`config.mk`:
```
export PLATFORM = sky130hd
export DESIGN_NAME = bcd_bin
export DESIGN_NICKNAME = d
export VERILOG_FILES = /design/src/rtl/bcd_bin.sv
export SDC_FILE = /design/constraint.sdc
export NUM_CORES = 1
export LEC_CHECK = 0
export ABC_AREA = 0
export CORE_ASPECT_RATIO = 1.5
export CORE_UTILIZATION = 54
export DETAILED_ROUTE_END_ITERATION = 7
export HOLD_SLACK_MARGIN = 0.1
export PLACE_DENSITY = 0.79
export SLEW_MARGIN = 20
export SYNTH_ARGS = -nofsm -noshare
export SYNTH_HDL_FRONTEND = slang
export SYNTH_SLANG_ARGS = --single-unit
```
`constraint.sdc`:
```
create_clock -name clk -period 1.7 [get_ports clk]
set_input_delay 0.34 -clock clk [delete_from_list [all_inputs] [get_ports clk]]
set_output_delay 0.34 -clock clk [all_outputs]
set_load 0.03 [all_outputs]
```
`src/rtl/bcd_bin.sv`:
```
`timescale 1ns/1ps
// bcd_bin -- sequential packed-BCD to binary converter (reverse double-dabble).
//
// Converts an operator-entered decimal value, DIGITS packed BCD digits, into
// binary. Each iteration shifts {bcd_sr, bin_sr} right by one bit. Every BCD
// digit that is then >= 8 has 3 subtracted from it. After BIN_W iterations,
// bin_sr holds the binary value and bcd_sr has drained to zero.
//
// Ports:
//   clk      rising-edge clock
//   reset_n  asynchronous active-low reset
//   start    conversion request, honoured only while idle
//   bcd      packed BCD input, digit 0 in bits [3:0], sampled with start
//   bin      converted value, registered and held until the next completion
//   busy     high while a conversion is iterating
//   done     one-cycle pulse when bin/err are updated
//   err      set when an input digit was > 9 (bin forced to 0), held with bin
module bcd_bin #(
  parameter int DIGITS = 4,
  parameter int BIN_W  = 14
) (
  input  logic                  clk,
  input  logic                  reset_n,
  input  logic                  start,
  input  logic [4*DIGITS-1:0]   bcd,
  output logic [BIN_W-1:0]      bin,
  output logic                  busy,
  output logic                  done,
  output logic                  err
);

  localparam int BCD_W = 4 * DIGITS;
  localparam int CNT_W = $clog2(BIN_W + 1);
  localparam logic [CNT_W-1:0] LAST_IT = CNT_W'(BIN_W - 1);

  typedef enum logic [1:0] {
    IDLE = 2'd0,
    CONV = 2'd1,
    FIN  = 2'd2
  } state_t;

  state_t             state;
  logic [BCD_W-1:0]   bcd_sr;
  logic [BIN_W-1:0]   bin_sr;
  logic [CNT_W-1:0]   cnt;
  logic               err_pend;

  logic [BCD_W-1:0]   bcd_nxt;
  logic [BIN_W-1:0]   bin_nxt;

  // Any nibble above 9 makes the whole input invalid.
  function automatic logic has_bad_digit(input logic [BCD_W-1:0] v);
    logic bad;
    bad = 1'b0;
    for (int i = 0; i < DIGITS; i++) begin
      if (v[4*i +: 4] > 4'd9) bad = 1'b1;
    end
    return bad;
  endfunction

  // Per-digit correction after the shift. Each digit is an independent 4-bit
  // subtract, so no borrow ever crosses a digit boundary.
  function automatic logic [BCD_W-1:0] dabble_fix(input logic [BCD_W-1:0] v);
    logic [BCD_W-1:0] r;
    r = v;
    for (int i = 0; i < DIGITS; i++) begin
      if (v[4*i +: 4] >= 4'd8) r[4*i +: 4] = v[4*i +: 4] - 4'd3;
    end
    return r;
  endfunction

  // The bit leaving the bottom of bcd_sr enters the top of bin_sr.
  assign bin_nxt = {bcd_sr[0], bin_sr[BIN_W-1:1]};
  assign bcd_nxt = dabble_fix({1'b0, bcd_sr[BCD_W-1:1]});

  always_ff @(posedge clk or negedge reset_n) begin
    if (!reset_n) begin
      state    <= IDLE;
      bcd_sr   <= '0;
      bin_sr   <= '0;
      cnt      <= '0;
      err_pend <= 1'b0;
      bin      <= '0;
      busy     <= 1'b0;
      done     <= 1'b0;
      err      <= 1'b0;
    end else begin
      done <= 1'b0;
      case (state)
        IDLE: begin
          if (start) begin
            cnt    <= '0;
            bin_sr <= '0;
            if (has_bad_digit(bcd)) begin
              // Skip the iterations entirely; FIN publishes err with bin=0.
              bcd_sr   <= '0;
              err_pend <= 1'b1;
              state    <= FIN;
            end else begin
              bcd_sr   <= bcd;
              err_pend <= 1'b0;
              busy     <= 1'b1;
              state    <= CONV;
            end
          end
        end
        CONV: begin
          bcd_sr <= bcd_nxt;
          bin_sr <= bin_nxt;
          cnt    <= cnt + 1'b1;
          if (cnt == LAST_IT) state <= FIN;
        end
        FIN: begin
          bin   <= err_pend ? '0 : bin_sr;
          err   <= err_pend;
          done  <= 1'b1;
          busy  <= 1'b0;
          state <= IDLE;
        end
        default: state <= IDLE;
      endcase
    end
  end

endmodule

```
**Word level (Yosys, flattened, before mapping)**

Cells that the tools add are included.

- Bits in registers: 54
- Bits of input ports: 19
- Output and inout bits: 17
- Word-level logic and storage cells: 59

- Add/sub/neg operators: 4
- Reduce and logical (&&, ||, !) cells: 7
- Order comparisons: 7
- Multiplexer cells: 26
- Equality and inequality tests: 6

Operators with widths:

| kind | count |
|---|---|
| $mux 16 | 2 |
| $pmux 16 s2 | 1 |
| $mux 14 | 2 |
| $pmux 14 s2 | 1 |
| $gt 4x4->1 const B | 4 |
| $mux 4 | 4 |
| $ge 4x4->1 const B | 3 |
| $sub 4x2->4 const B | 3 |
| $mux 1 | 10 |
| $pmux 4 s2 | 1 |
| $mux 2 | 3 |
| $ne 2x2->1 const B | 3 |
| $reduce_and 2->1 | 3 |
| $add 4x1->4 const B | 1 |
| $eq 4x4->1 const B | 1 |
| $pmux 2 s2 | 1 |
| $reduce_bool 2->1 | 2 |
| $reduce_and 3->1 | 1 |
| $eq 2x1->1 const B | 1 |
| $eq 2x2->1 const B | 1 |
| $logic_not 2->1 | 1 |
| $pmux 1 s2 | 1 |

**Longest topological paths before layout**

Gate-level depths: netlist of the first run.

- Word-level depth: 10
- Gate-level depth with buffers: 7
- Mapped depth without buffers: 6

**Worst setup path before layout of the first run**

OpenSTA, ideal clock, no wires.

- Kind: reg2reg
- Start: register bcd_sr[5]
- End: register bcd_sr[6]
- Slack: 0.331 ns
- Cell stages (with the launch flop): 6
- Data required time: 1.574 ns
- Arrival: 1.243 ns
- Buffers on the path: 0
- Path through: dfrtp_1 > ha_1 > nor2b_1 > xnor2_1 > a21oi_1 > o32a_1

- Longest elaborated chain between the ends: 3
- Elaborated cells on any way between the ends: 4

RTL lines:

| what | RTL line | text |
|---|---|---|
| start, declared | 43 | `logic [BCD_W-1:0] bcd_sr;` |
| start signal, assigned | 108 | `bcd_sr <= bcd_nxt;` |
| $sub 4x2->4 or $ge 4x4->1 (tied branches) | 67 | `if (v[4*i +: 4] >= 4'd8) r[4*i +: 4] = v[4*i +: 4] - 4'd3;` |
| $mux 4 * | 67 |  |
| $pmux 16 s2 * | 89 | `case (state)` |

Mark *: on every way between the ends. The rest lies on a longest branch, timed or not.
A chain may end at the register's enable or synchronous reset.

**Worst setup path in the final report of the first run**

- Start: register bin[13]
- End: output port bin[13]

RTL lines:

| what | RTL line | text |
|---|---|---|
| start, declared | 26 | `output logic [BIN_W-1:0] bin,` |
| start signal, assigned | 114 | `bin <= err_pend ? '0 : bin_sr;` |

No word-level cell between the ends.

==> flow_metrics.env, run 1 <==
export IMPL_skew_ns=0.0120
export IMPL_status="completed"
export IMPL_clkTransAtPathRegs_ns=0.10
export IMPL_fin_nets=337
export IMPL_final_hold_viol_count=0
export IMPL_grt_max_degree=55
export IMPL_wl_um=5390
export IMPL_dp_cells=366
export IMPL_htree_levels=2
export IMPL_antenna_found_initial=0
export IMPL_root_buffer="clkbuf_8"
export IMPL_cp_buffers_inverters=1
export IMPL_place_congestion=0.832
export IMPL_multi_input_area_mm2=0.00110
export IMPL_tns_ns=0
export IMPL_max_stage_delay_ns=0.66
export IMPL_critical_path_arrival_ns=1.33
export IMPL_avgSynthCellArea_um2=10.1
export IMPL_grt_first_pass_wirelength_um=9200
export IMPL_yosysMostFrequentCell="dfrtp_1"
export IMPL_cts_tree="done"
export IMPL_initial_core_util=0.568
export IMPL_critPathRequiredTime_ns=1.36
export IMPL_clkSinkCount=54
export IMPL_syn_area_mm2=0.00258
export IMPL_end_kind="output port"
export IMPL_ys_ff_latch=54
export IMPL_via_count=2069
export IMPL_ys_flop_type="dfrtp_1"
export IMPL_criticalPathCategory="flop to output port"
export IMPL_synth_area_top_cells="dfrtp_1 52%, o21ai_0 5.6%, a22o_1 5.1%"
export IMPL_synth_cells=255
export IMPL_min_path_type="flop to flop"
export IMPL_ys_warn_count=0
export IMPL_worstMarginPinSlew_ns=0.335
export IMPL_die_width_um=58.4
export IMPL_fin_crit_sh=0.982
export IMPL_reg2reg_slack_ns=0.19
export IMPL_overflow=0
export IMPL_ant_nets=0
export IMPL_synth_fp_nets=282
export IMPL_drv_cap=0
export IMPL_fin_cells=375
export IMPL_clock_fmax_mhz=599
export IMPL_rows=30
export IMPL_globalRouteTotalUtil=0.238
export IMPL_yosysTopAreaCell="dfrtp_1"
export IMPL_viasPerCell=5.52
export IMPL_place_hpwl_um=3820
export IMPL_postCtsSetupRepairBufs=0
export IMPL_finish_utilization=0.732
export IMPL_n_fill_cell=342
export IMPL_drt_pass1_iter_count=4
export IMPL_drt_iter0_drc=70
export IMPL_drc_errors=0
export IMPL_clk_path_buf_depth=2
export IMPL_rsz0062_at_grt="no"
export IMPL_worst_path_max_fanout=2
export IMPL_cts_made_buffers=5
export IMPL_io_pins=36
export IMPL_setup_viol=0
export IMPL_power_density_mw_per_mm2=1440
export IMPL_die_area_mm2=0.00506
export IMPL_min_period_ns=1.67
export IMPL_synth_cell_type_count=33
export IMPL_crit_family="buffers and inverters"
export IMPL_antenna_cells=0
export IMPL_p_leak_nw=1.68
export IMPL_synth_edf_count=0
export IMPL_crit_path_start_kind="flop"
export IMPL_wl_per_cell_um=14.4
export IMPL_synth_top_area_share=0.524
export IMPL_synth_top_cells_by_count="54 x dfrtp_1, 29 x o21ai_0, 23 x a21oi_1"
export IMPL_slew_violations=0
export IMPL_insertion_delay_ns=0.32
export IMPL_cpMaxStageDelayCell="clkdlybuf4s50_1"
export IMPL_core_mm2=0.00454
export IMPL_grt_pass1_vias=2036
export IMPL_async_flop_share=1.00
export IMPL_slew_headroom=0.777
export IMPL_ir_drop_mv=0.934
export IMPL_layout_drive_gt1_share=0.138
export IMPL_ys_seq_area_frac=0.524
export IMPL_io_buffers=35
export IMPL_die_y_um=86.6
export IMPL_register_area_mm2=0.00135
export IMPL_path_cells="clkdlybuf4s50_1"
export IMPL_syn_to_final_growth_pct=28.9
layer usage:
layer / vias up / part of all wire / track usage
li1: 1001 / - / -
met5: - / 0 / 0
met4: 0 / 0.021 / 0.102
met1: 980 / 0.41 / 0.282
met2: 73 / 0.52 / 0.414
met3: 15 / 0.041 / 0.0463
sequential cells by signal (all words and copies together) (netlist names):
register  cells
bin          14
err_pend      1
bin_sr       14
err           1
state         2
busy          1
bcd_sr       16
cnt           4
done          1
logic make-up (layout without fill, tap and decap cells):
family,Yosys count,after routing,synth area share
adder cells (fa/ha/maj),8,8,0.0388
flip-flops,54,54,0.524
AO/OA/AOI/OAI,86,86,0.200
AND/OR/NAND/NOR,71,71,0.149
multiplexers,4,4,0.0160
buffers and inverters,25,81,0.0476
XOR/XNOR,7,7,0.0238
path summary, 6_finish.rpt:
| path | start | depth (start not counted) | endpoint |
|---|---|---|---|
| setup / recovery | bin[13]$_DFFE_PN0P_ | 1 | bin[13] |
| hold / removal | bin[0]$_DFFE_PN0P_ | 2 | bin[0]$_DFFE_PN0P_ |
| setup reg to reg | bcd_sr[5]$_DFFE_PN0P_ | 5 | bcd_sr[6]$_DFFE_PN0P_ |
| hold reg to reg | bin[0]$_DFFE_PN0P_ | 2 | bin[0]$_DFFE_PN0P_ |
| max in group asynchronous | reset_n | 3 | state[0]$_DFFE_PN0P_ |
| min in group asynchronous | reset_n | 3 | bin[1]$_DFFE_PN0P_ |
layout by cell type (no fill, tap or decap), drive strengths merged, types with 2 or more instances in the layout:
| master | count |
|---|---|
| nor2 | 10 |
| ha | 8 |
| clkdlybuf4s50 | 19 |
| dlymetal6s2s | 13 |
| a22o | 15 |
| nand3b | 3 |
| o32a | 3 |
| dfrtp | 54 |
| nand2b | 21 |
| or2 | 2 |
| nor2b | 5 |
| o22ai | 10 |
| nor3b | 3 |
| a21oi | 23 |
| inv | 9 |
| nand2 | 19 |
| dlygate4sd2 | 2 |
| nor3 | 2 |
| buf | 30 |
| xnor2 | 6 |
| nand3 | 3 |
| a31oi | 2 |
| o21ai | 33 |
| nand4 | 2 |
| clkbuf | 5 |
| mux2i | 3 |
where the power goes:
| group | internal [W] | switching [W] |
|---|---|---|
| Combinational | 0.000943 | 0.00103 |
| Clock | 0.000447 | 0.000446 |
| Sequential | 0.00158 | 0.000334 |
worst reg2reg max path: stages, from the launching register on:
cell and delay (ns):
dfrtp_1 0.46, ha_1 0.24, nor2b_1 0.14, xnor2_1 0.15, a21oi_1 0.11, o32a_1 0.33
area by class of cell:
type	instances	area share
Tap cell	64	0.0241
Clock buffer	5	0.0207
Multi-Input combinational cell	176	0.332
Sequential cell	54	0.407
Clock inverter	3	0.0143
Inverter	8	0.00903
Timing Repair Buffer	65	0.193
metrics by stage:
stage                     setup slack [ns]  hold slack, ns  area, µm²  power [W]
after floorplan                      0.331          0.0444       2580    0.00320
after global placement              -0.151           0.359       3170    0.00385
after detailed placement            -0.180           0.354       3170    0.00391
after CTS                         0.000338           0.491       3290    0.00478
after global routing              0.000449           0.508       3320    0.00510
final                               0.0298           0.478       3320    0.00478
repair_timing:
item,in CTS,in global routing
cloned,0,0
pin swaps,0,0
endpoints found under the setup margin,2,15
hold endpoints to repair,54,0
hold buffers,1,0
gates resized for setup,2,14
(Power assumes the default switching activity.)
==> run 2, diff against run 1 <==
--- a/config.mk
+++ b/config.mk
@@ -6,8 +6,10 @@
 export NUM_CORES = 1
 export LEC_CHECK = 0
 export ABC_AREA = 0
+export CAP_MARGIN = 20
 export CORE_ASPECT_RATIO = 1.5
 export CORE_UTILIZATION = 54
+export CTS_CLUSTER_SIZE = 30
 export DETAILED_ROUTE_END_ITERATION = 7
 export HOLD_SLACK_MARGIN = 0.1
 export PLACE_DENSITY = 0.79
==> results of run 2 <==
No change in the layout: final DEF, timing and power equal those of run 1.
==> run 3, diff against run 2 <==
--- a/config.mk
+++ b/config.mk
@@ -6,7 +6,7 @@
 export NUM_CORES = 1
 export LEC_CHECK = 0
 export ABC_AREA = 0
-export CAP_MARGIN = 20
+export CAP_MARGIN = 10
 export CORE_ASPECT_RATIO = 1.5
 export CORE_UTILIZATION = 54
 export CTS_CLUSTER_SIZE = 30
==> results of run 3 <==
No change in the layout: final DEF, timing and power equal those of run 1.
==> variant, RTL diff (flow settings as in run 1) <==
Change the parameter `DIGITS` from 4 to 5.
--- a/src/rtl/bcd_bin.sv
+++ b/src/rtl/bcd_bin.sv
@@ -16,7 +16,7 @@
 //   done     one-cycle pulse when bin/err are updated
 //   err      set when an input digit was > 9 (bin forced to 0), held with bin
 module bcd_bin #(
-  parameter int DIGITS = 4,
+  parameter int DIGITS = 5,
   parameter int BIN_W  = 14
 ) (
   input  logic                  clk,
Interface: changed (resized bcd); port bits go from 36 to 40. The function was not compared with the original's and may differ.
==> variant against run 1 <==
- maximum frequency grew 15%
- sequential cell count grew 4
- synthesized area grew 7.3%
- cell area grew 5.8%
- register-to-register slack gained 110 ps
- worst setup slack gained 220 ps
- clock skew shrank 6.2 ps
- wire length grew 4.3%
- non-clock buffer count shrank 7
- die area grew 7.1%
- via count grew 2.5%
Power is not compared: it rests on default switching activity, and its combinational part moved more than twofold at a synthesized area within 25%.
==> variant: results (changes against run 1) <==
Synthesis
  • Largest cells by area after synthesis: dfrtp_1, a22o_1, ha_1
  • Post-Synth Adder-Cell Area: 4.52% (+0.64 points)
  • Post-Synth XOR/XNOR Area: 2.85% (+0.47 points)
  • Synth top cells by count: dfrtp_1, nand2_1, o21ai_0
  • Netlist cell types: 34 (+3.0%)
  • Post-synthesis compound-gate area fraction: 19.3% (-0.77 points)

Global routing
  • Gr usage total: 23.2% (-0.60 points)
  • First-pass GRT wire length: 9220 um (+0.15%)
  • Grt met3 use: 5.16% (+0.53 points)

Final layout
  • Non-clock buffers: 58 (-11%)
  • Clock Buffer Count: 11 (+6)
  • Share of layout cells above drive strength 1: 11.7% (-2.1 points)
  • FILL cells: 386 (+13%)
  • Clock buf/inv share: 5.80% (+2.3 points)
  • Final nets: 352 (+4.5%)
  • Sequential share of cell area: 41.3% (+0.60 points)
  • Non-CTS inverters: 10 (+2)
  • Multi-input gate area: 1160 um2 (+5.1%)
  • Buffer share of cell area: 16.5% (-2.8 points)
  • Sequential cells: 58 (+7.4%)
  • Top Registers: bcd_sr (20), bin (14), bin_sr (14)

Detailed routing
  • Metal3 WL: 191 um (-14%)
  • Met2 routed WL: 3100 um (+10%)
  • Vias/cell: 5.44 (-1.4%)
  • Initial DRC count: 85 (+21%)
  • DRT Wirelength: 5620 um (+4.3%)

Critical path
  • Worst reg2reg setup slack: 300 ps (+110 ps)
  • CP Capture Point: bcd_sr[0]
  • Crit-path max FO: 12 (+10)
  • Worst r2r src: state[0]
  • Crit path from: bcd[18]

Min path
  • Hold WC Path Type: input port to asynchronous set/reset pin

Status
  • Status: finished clean

Timing
  • Worst slew pin tran: 427 ps (+92.1 ps)
  • Skew final: 5.79 ps (-6.19 ps)

CTS
  • TritonCTS buffer count: 9 (+4)
variant: changes by cell type in the layout (fill, tap and decap cells not counted), moves of 7 or more:
cell / change
a21oi_1: -7
nand2_1: +10
a22oi_1: +8
buf_4: -10
variant: repair_timing:
item	4_1_cts	5_1_grt
hold buffers	1	0
setup endpoints to repair	5	12
gates resized for setup	5	12
hold endpoints to repair	18	0
variant: power groups by stage:
stage / sequential (uW) / combinational [uW] / clock (uW)
finish: 1670 / 721 / 1270
floorplan: 1680 / 476 / 0
detailed placement: 1690 / 723 / 0
global route: 1690 / 803 / 1350
CTS: 1670 / 728 / 1290
global placement: 1680 / 696 / 0
variant: stage by stage:
stage               cells  cell area, um2  setup slack, ps  utilization, %
floorplan             268            2770              441               -
global placement      373            3280            -63.0            67.1
detailed placement    373            3280            -86.7            67.1
CTS                   390            3490             1.51            71.3
global route          390            3520              102            71.9
finish                390            3520              249            71.9
